**config.mk**
```make
export PLATFORM = sky130hd
export DESIGN_NAME = logicnet_lut_layer
export DESIGN_NICKNAME = d
export VERILOG_FILES = /design/src/rtl/logicnet_lut_layer.sv
export SDC_FILE = /design/constraint.sdc
export NUM_CORES = 2
export LEC_CHECK = 0
export CAP_MARGIN = 20
export CORE_MARGIN = 4
export CORE_UTILIZATION = 59
export CTS_BUF_LIST = sky130_fd_sc_hd__clkbuf_8
export DETAILED_ROUTE_END_ITERATION = 7
export PLACE_DENSITY_LB_ADDON = 0.2
export SETUP_SLACK_MARGIN = 0.2
export SYNTH_ARGS = -nofsm -noshare
export SYNTH_HDL_FRONTEND = slang
export SYNTH_SLANG_ARGS = --single-unit
```
**constraint.sdc**
```tcl
create_clock -name clk -period 5.9 [get_ports clk]
set_clock_uncertainty 0.15 [all_clocks]
set_input_delay 1.18 -clock clk [delete_from_list [all_inputs] [get_ports clk]]
set_output_delay 1.18 -clock clk [all_outputs]
set_load 0.01 [all_outputs]
```
**src/rtl/logicnet_lut_layer.sv**
```systemverilog
// rtl/logicnet_lut_layer.sv - layer of independent LUT neurons with table load mode
//
// Each neuron owns a 2^FAN_IN x OUT_BITS table addressed by its FAN_IN-bit slice
// of in_data. Lookups flow through a two-stage valid/ready pipeline.
//
// Ports:
//   clk, rst                  clock, asynchronous active-high reset
//   in_valid/in_ready/in_data input stream, neuron n address = in_data[n*FAN_IN +: FAN_IN]
//   out_valid/out_ready/out_data result stream, neuron n result = out_data[n*OUT_BITS +: OUT_BITS]
//   cfg_req/cfg_ack           table-load handshake; cfg_ack high while in CFG
//   cfg_we/cfg_neuron/cfg_addr/cfg_data  table write port, honoured only in CFG
//   busy                      high while clearing tables (INIT) or draining (DRAIN)
module logicnet_lut_layer #(
   parameter int NUM_NEURONS = 4,
   parameter int FAN_IN      = 8,
   parameter int OUT_BITS    = 1,
   localparam int NW         = (NUM_NEURONS > 1) ? $clog2(NUM_NEURONS) : 1
) (
   input  logic                            clk,
   input  logic                            rst,
   input  logic                            in_valid,
   output logic                            in_ready,
   input  logic [NUM_NEURONS*FAN_IN-1:0]   in_data,
   output logic                            out_valid,
   input  logic                            out_ready,
   output logic [NUM_NEURONS*OUT_BITS-1:0] out_data,
   input  logic                            cfg_req,
   output logic                            cfg_ack,
   input  logic                            cfg_we,
   input  logic [NW-1:0]                   cfg_neuron,
   input  logic [FAN_IN-1:0]               cfg_addr,
   input  logic [OUT_BITS-1:0]             cfg_data,
   output logic                            busy
);

   localparam int DEPTH = 1 << FAN_IN;

   typedef enum logic [1:0] {S_INIT, S_RUN, S_DRAIN, S_CFG} state_t;

   state_t                            state, state_nxt;
   logic [FAN_IN-1:0]                 init_cnt;
   logic                              s1_valid;
   logic [NUM_NEURONS*FAN_IN-1:0]     s1_data;
   logic [NUM_NEURONS*OUT_BITS-1:0]   lut_out;
   logic                              en;
   logic                              adv;
   logic                              xfer;
   logic                              init_wr;
   logic                              cfg_wr;

   // State register
   always_ff @(posedge clk or posedge rst) begin
      if (rst) state <= S_INIT;
      else     state <= state_nxt;
   end

   // Next-state logic
   always_comb begin
      state_nxt = state;
      case (state)
         S_INIT:  if (init_cnt == '1) state_nxt = S_RUN;
         S_RUN:   if (cfg_req) state_nxt = S_DRAIN;
         S_DRAIN: if (!s1_valid && !out_valid) state_nxt = S_CFG;
         S_CFG:   if (!cfg_req) state_nxt = S_RUN;
         default: state_nxt = S_INIT;
      endcase
   end

   // Output / control decode
   always_comb begin
      en       = !out_valid || out_ready;
      in_ready = 1'b0;
      adv      = 1'b0;
      cfg_ack  = 1'b0;
      busy     = 1'b0;
      init_wr  = 1'b0;
      case (state)
         S_INIT:  begin busy = 1'b1; init_wr = 1'b1; end
         // cfg_req blocks new inputs in the very cycle it is seen
         S_RUN:   begin adv = en; in_ready = en && !cfg_req; end
         S_DRAIN: begin busy = 1'b1; adv = en; end
         S_CFG:   cfg_ack = 1'b1;
         default: busy = 1'b1;
      endcase
      xfer   = in_valid && in_ready;
      // zero-extend so an out-of-range neuron index compares correctly
      cfg_wr = cfg_ack && cfg_we && ({1'b0, cfg_neuron} < (NW+1)'(NUM_NEURONS));
   end

   // Clear counter: sweeps every address once per INIT
   always_ff @(posedge clk or posedge rst) begin
      if (rst)          init_cnt <= '0;
      else if (init_wr) init_cnt <= init_cnt + 1'b1;
   end

   // Per-neuron distributed-RAM tables with asynchronous read
   for (genvar n = 0; n < NUM_NEURONS; n++) begin : g_neuron
      logic [OUT_BITS-1:0] tbl [DEPTH];
      logic                we;

      assign we = cfg_wr && (cfg_neuron == NW'(n));

      always_ff @(posedge clk) begin
         if (init_wr) tbl[init_cnt]  <= '0;
         else if (we) tbl[cfg_addr]  <= cfg_data;
      end

      assign lut_out[n*OUT_BITS +: OUT_BITS] = tbl[s1_data[n*FAN_IN +: FAN_IN]];
   end

   // Two-stage pipeline; both stages hold together when the output is stalled.
   // Tables are only written in INIT/CFG, when the pipeline is empty, so a
   // write never races a lookup in flight.
   always_ff @(posedge clk or posedge rst) begin
      if (rst) begin
         s1_valid  <= 1'b0;
         s1_data   <= '0;
         out_valid <= 1'b0;
         out_data  <= '0;
      end else if (adv) begin
         s1_valid  <= xfer;
         if (xfer) s1_data <= in_data;
         out_valid <= s1_valid;
         if (s1_valid) out_data <= lut_out;
      end
   end

endmodule

```
Word level (Yosys, flattened, before mapping):

Memory sizes are Yosys's and may differ from the RTL's. A register that Yosys moved wholly into a read port is not among the register bits.
Index checks and enable logic that the tools add are counted.

* register bits after elaboration: 44
* latch bits: 0
* RAM bits: 1024
* bits in read-only memories: 0
* input port bits: 49
* output and inout bits: 8
* memories: 4

* add/subtract/negate cells: 1
* multipliers: 0
* div/mod/pow operators: 0
* order comparisons: 0
* equal/unequal tests: 11
* shifts and indexed selects: 0
* mux-type cells: 36
* bitwise logic cells: 0
* reductions and logical operators: 23

Memories
* g_neuron[0].tbl: depth 256, bits a word 1, read ports 1, clocked after Yosys merged registers in 1, write ports 1, line 98 `logic [OUT_BITS-1:0] tbl [DEPTH];`
* g_neuron[1].tbl: depth 256, bits a word 1, read ports 1, clocked after Yosys merged registers in 1, write ports 1, line 98
* g_neuron[2].tbl: depth 256, bits a word 1, read ports 1, clocked after Yosys merged registers in 1, write ports 1, line 98
* g_neuron[3].tbl: depth 256, bits a word 1, read ports 1, clocked after Yosys merged registers in 1, write ports 1, line 98

Operators by type and width (number)
* $mux W8: 4
* $mux W1: 27
* $add A8 B1 Y8 const B: 1
* $eq A2 B2 Y1 const B: 4
* $eq A8 B8 Y1 const B: 1
* $logic_and A1 B1 Y1: 8
* $mux W2: 4
* $ne A2 B2 Y1 const B: 4
* $pmux W2 S4: 1
* $eq A2 B1 Y1 const B: 2
* $logic_not A2 Y1: 2
* $reduce_and A2 Y1: 2
* $reduce_and A4 Y1: 1
* $reduce_or A1 Y1: 4
* $reduce_or A2 Y1: 2
* $logic_not A1 Y1: 3
* $logic_or A1 B1 Y1: 1

Logic depth before layout (Yosys ltp):

* depth in word-level cells: 9
* mapped depth: 12
* depth with buffers taken out: 8

Least setup slack after synthesis:

OpenSTA, ideal clock, no wires.

* path kind: in2reg
* from: input cfg_neuron[1]
* to: memory g_neuron[2].tbl[0], data pin
* library setup time: 0.873 ns
* arrival: 5.203 ns
* required time: 4.877 ns
* setup slack: -0.326 ns
* cell stages on the path: 5
* path buffers: 2
* cell sequence: inv_2 nor4_1 buf_4 buf_2 and2_1

* word-level cells in the longest chain between the ends: 7

RTL lines
* start: declaration: line 30 `input logic [NW-1:0] cfg_neuron,`
* $eq A2 B2 Y1: line 101 `assign we = cfg_wr && (cfg_neuron == NW'(n));`
* $logic_and A1 B1 Y1: line 101
* $mux W1: line 105 `else if (we) tbl[cfg_addr] <= cfg_data;`
* $mux W1: line 104 `if (init_wr) tbl[init_cnt] <= '0;`
* $mux W1 (not written as such): line 105
* $reduce_or A1 Y1 (no line)
* $mux W1 (no line)
* end: declaration: line 98

No other way between the ends.

Final worst setup path:

* from: input cfg_neuron[1]
* to: memory g_neuron[0].tbl[162] (enable)

* word-level cells in the longest chain between the ends: 7
* elaborated cells between the ends (all ways): 8

RTL lines (line)
* $logic_not A2 Y1 *: 101
* $logic_and A1 B1 Y1 *: 101
* $mux W1 *: 105
* $mux W1 *: 104
* $mux W1 (not written as such) *: 105
* $reduce_or A1 Y1 (no line)
* $mux W8 (no line) / $mux W1 (equally long branches)
* end: declaration: 98

Mark *: on every way between the ends. The rest lies on a longest branch, timed or not.

==> flow_metrics.tcl <==
set metrics [dict create \
    core_sq_mm 0.08042 \
    hp-class "flip-flop to flip-flop" \
    crit_arrival_ps 4480 \
    grt_max_degree 113 \
    place_hpwl_microns 68480 \
    grt_pass1_vias 29950 \
    async_flop_share_pct 4.478 \
    layout_common_cells "nor2_1, edfxtp_1, nand2_1" \
    path_clk_slew_ps 60 \
    hold_viol 0 \
    synthDistinctLibCells 74 \
    final_area_sq_mm 0.05194 \
    setup_tns_ps 0 \
    clk_latency_ps 800 \
    synth_cells 3492 \
    synth_edf_count 1024 \
    dieArea_sq_mm 0.08558 \
    start_util_pct 59.40 \
    route.antenna.remaining_nets 0 \
    status "finished clean" \
    syn-num-nets 3547 \
    syn-cell-area_sq_mm 0.04777 \
    cp-end-kind "flip-flop" \
    layout-drive-gt1-share_pct 14.55 \
    drt_pass1_iterations 6 \
    drcViolationCount 0 \
    port_buffers 56 \
    required_ps 6240 \
    grt_usage_pct 27.19 \
    syn_to_final_growth_pct 8.728 \
    cts.repair.resized 0 \
    wl_per_cell_microns 24.62 \
    grt_pass1_wl_microns 176700 \
    ctsHoldBuffers 0 \
    syn_area_per_cell_sq_um 13.68 \
    overflow 0 \
    cp_max_fo 21 \
    cts-root-buf "clkbuf_8" \
    rsz0062_at_grt "false" \
    final_common_cell "nor2_1" \
    max-cap-violations 0 \
    rows 104 \
    min_period_ps 4135 \
    via_per_inst 6.352 \
    post-route-period-util_pct 70.08 \
    gp_congestion 0.9286 \
    cts_num_sinks 1072 \
    num_io_pins 57 \
    ir_drop_mv 0.2699 \
    place_area_sq_mm 0.04887 \
    slew_headroom_pct 25.42 \
    die-height_microns 292.5 \
    drt-total-wl_microns 116000 \
    cts_buffer_depth 3 \
    setup_violations 0 \
    cts_inserted_buffers 169 \
    worst-setup-path-type "input port to flip-flop" \
    synth_seq_cells 1072 \
    ctsHtreeMaxLevel 4 \
    antenna_found_initial 10 \
    cts_tree "built" \
    slew_violations 0 \
    cts_setup_buffers 0 \
    ys_seq_area_share_pct 66.89 \
    ys_warn_count 0 \
    powerDensity_mw_per_mm2 268.9 \
    max_freq_mhz 241.8 \
    crit_path_start_kind "input port" \
    drtIter0Drc 3737 \
    power.leakage_nw 12.98 \
    synth_ff_type "edfxtp_1" \
    tightest_slew_ps 1116 \
    die_w_microns 292.5 \
    nets 3568 \
    vias 29920 \
]
==> logic make-up after synthesis <==
group,Yosys count,share of synthesized area [%]
simple gates,1541,13.18
xor+xnor,7,0.1283
fa+ha+maj,6,0.1572
buf+inv,262,2.611
flops,1072,66.89
compound gates,229,3.306
mux,375,13.74
==> flip-flops by register name, summed over array words and instances, names as in the netlist <==
| register | flops |
|---|---|
| out_valid | 1 |
| g_neuron.tbl | 1024 |
| s1_valid | 1 |
| out_data | 4 |
| s1_data | 32 |
| init_cnt | 8 |
| state | 2 |
==> path summary, 6_finish.rpt <==
| path | from | endpoint | slack, ps | depth (start not counted) |
|---|---|---|---|---|
| max | cfg_neuron[1] | g_neuron[0].tbl[162] | 1770 | 8 |
| min | init_cnt[3] | init_cnt[3] | 390 | 1 |
| max reg2reg | state[0] | g_neuron[0].tbl[162] | 1790 | 9 |
| min reg2reg | init_cnt[3] | init_cnt[3] | 390 | 1 |
| max in group asynchronous | rst | s1_data[1] | 3790 | 3 |
| min in group asynchronous | rst | out_data[3] | 690 | 2 |
==> Yosys cell counts (all sizes together) (22+ instances only) <==
cell | n | area share, %
a22oi | 22 | 0.35
buf | 82 | 1.2
clkbuf | 163 | 1.3
dfrtp | 48 | 2.5
edfxtp | 1024 | 64
mux2 | 55 | 1.3
mux2i | 105 | 2.2
mux4 | 215 | 10
nand2 | 248 | 1.9
nand2b | 22 | 0.29
nand3 | 80 | 0.84
nor2 | 1063 | 8.4
nor2b | 41 | 0.54
o21ai | 65 | 0.70
==> report_power, final <==
part           internal, W  switching, W
Sequential         0.00821             0
Combinational    0.0000313     0.0000343
Clock              0.00284       0.00285
Total               0.0111       0.00289
==> per-layer routing <==
layer | track usage [%] | share of wire (%) | up-vias
li1 | - | - | 12908
met1 | 37.33 | 39 | 15168
met2 | 43.63 | 48 | 1557
met3 | 5.982 | 10 | 281
met4 | 9.811 | 3.0 | 6
met5 | 0 | 0.029 | -
==> worst max-delay path: stages <==
cell	delay [ps]
clkdlybuf4s50_1	610
nor4_4	830
buf_4	350
nand2_1	70
o21ai_0	190
nor2b_1	330
nand2_1	550
nor2_1	360
==> final cells by class <==
type	count	area, sq um
Sequential cell	1072	31980
Fill cell	5846	28480
Multi-Input combinational cell	2158	14610
Clock buffer	178	2450
Tap cell	1060	1326
Timing Repair Buffer	95	923.4
Clock inverter	123	571.8
Inverter	17	63.81
Antenna cell	7	17.52
==> through the flow <==
stage / hold WS, ps / utilization [%] / setup slack (ps) / total power (W) / std cells
6_report: 392.2 / 64.58 / 1765 / 0.01396 / 4710
5_1_grt: 415.5 / 64.57 / 1590 / 0.01440 / 4706
4_1_cts: 382.3 / 64.53 / 1689 / 0.01405 / 4702
3_5_place_dp: 374.2 / 60.77 / 832.4 / 0.008432 / 4401
3_3_place_gp: 362.2 / 60.77 / 961.9 / 0.008431 / 4401
2_1_floorplan: 341.7 / - / 1513 / 0.008379 / 3492
No activity file was read; power rests on OpenSTA's default activity.
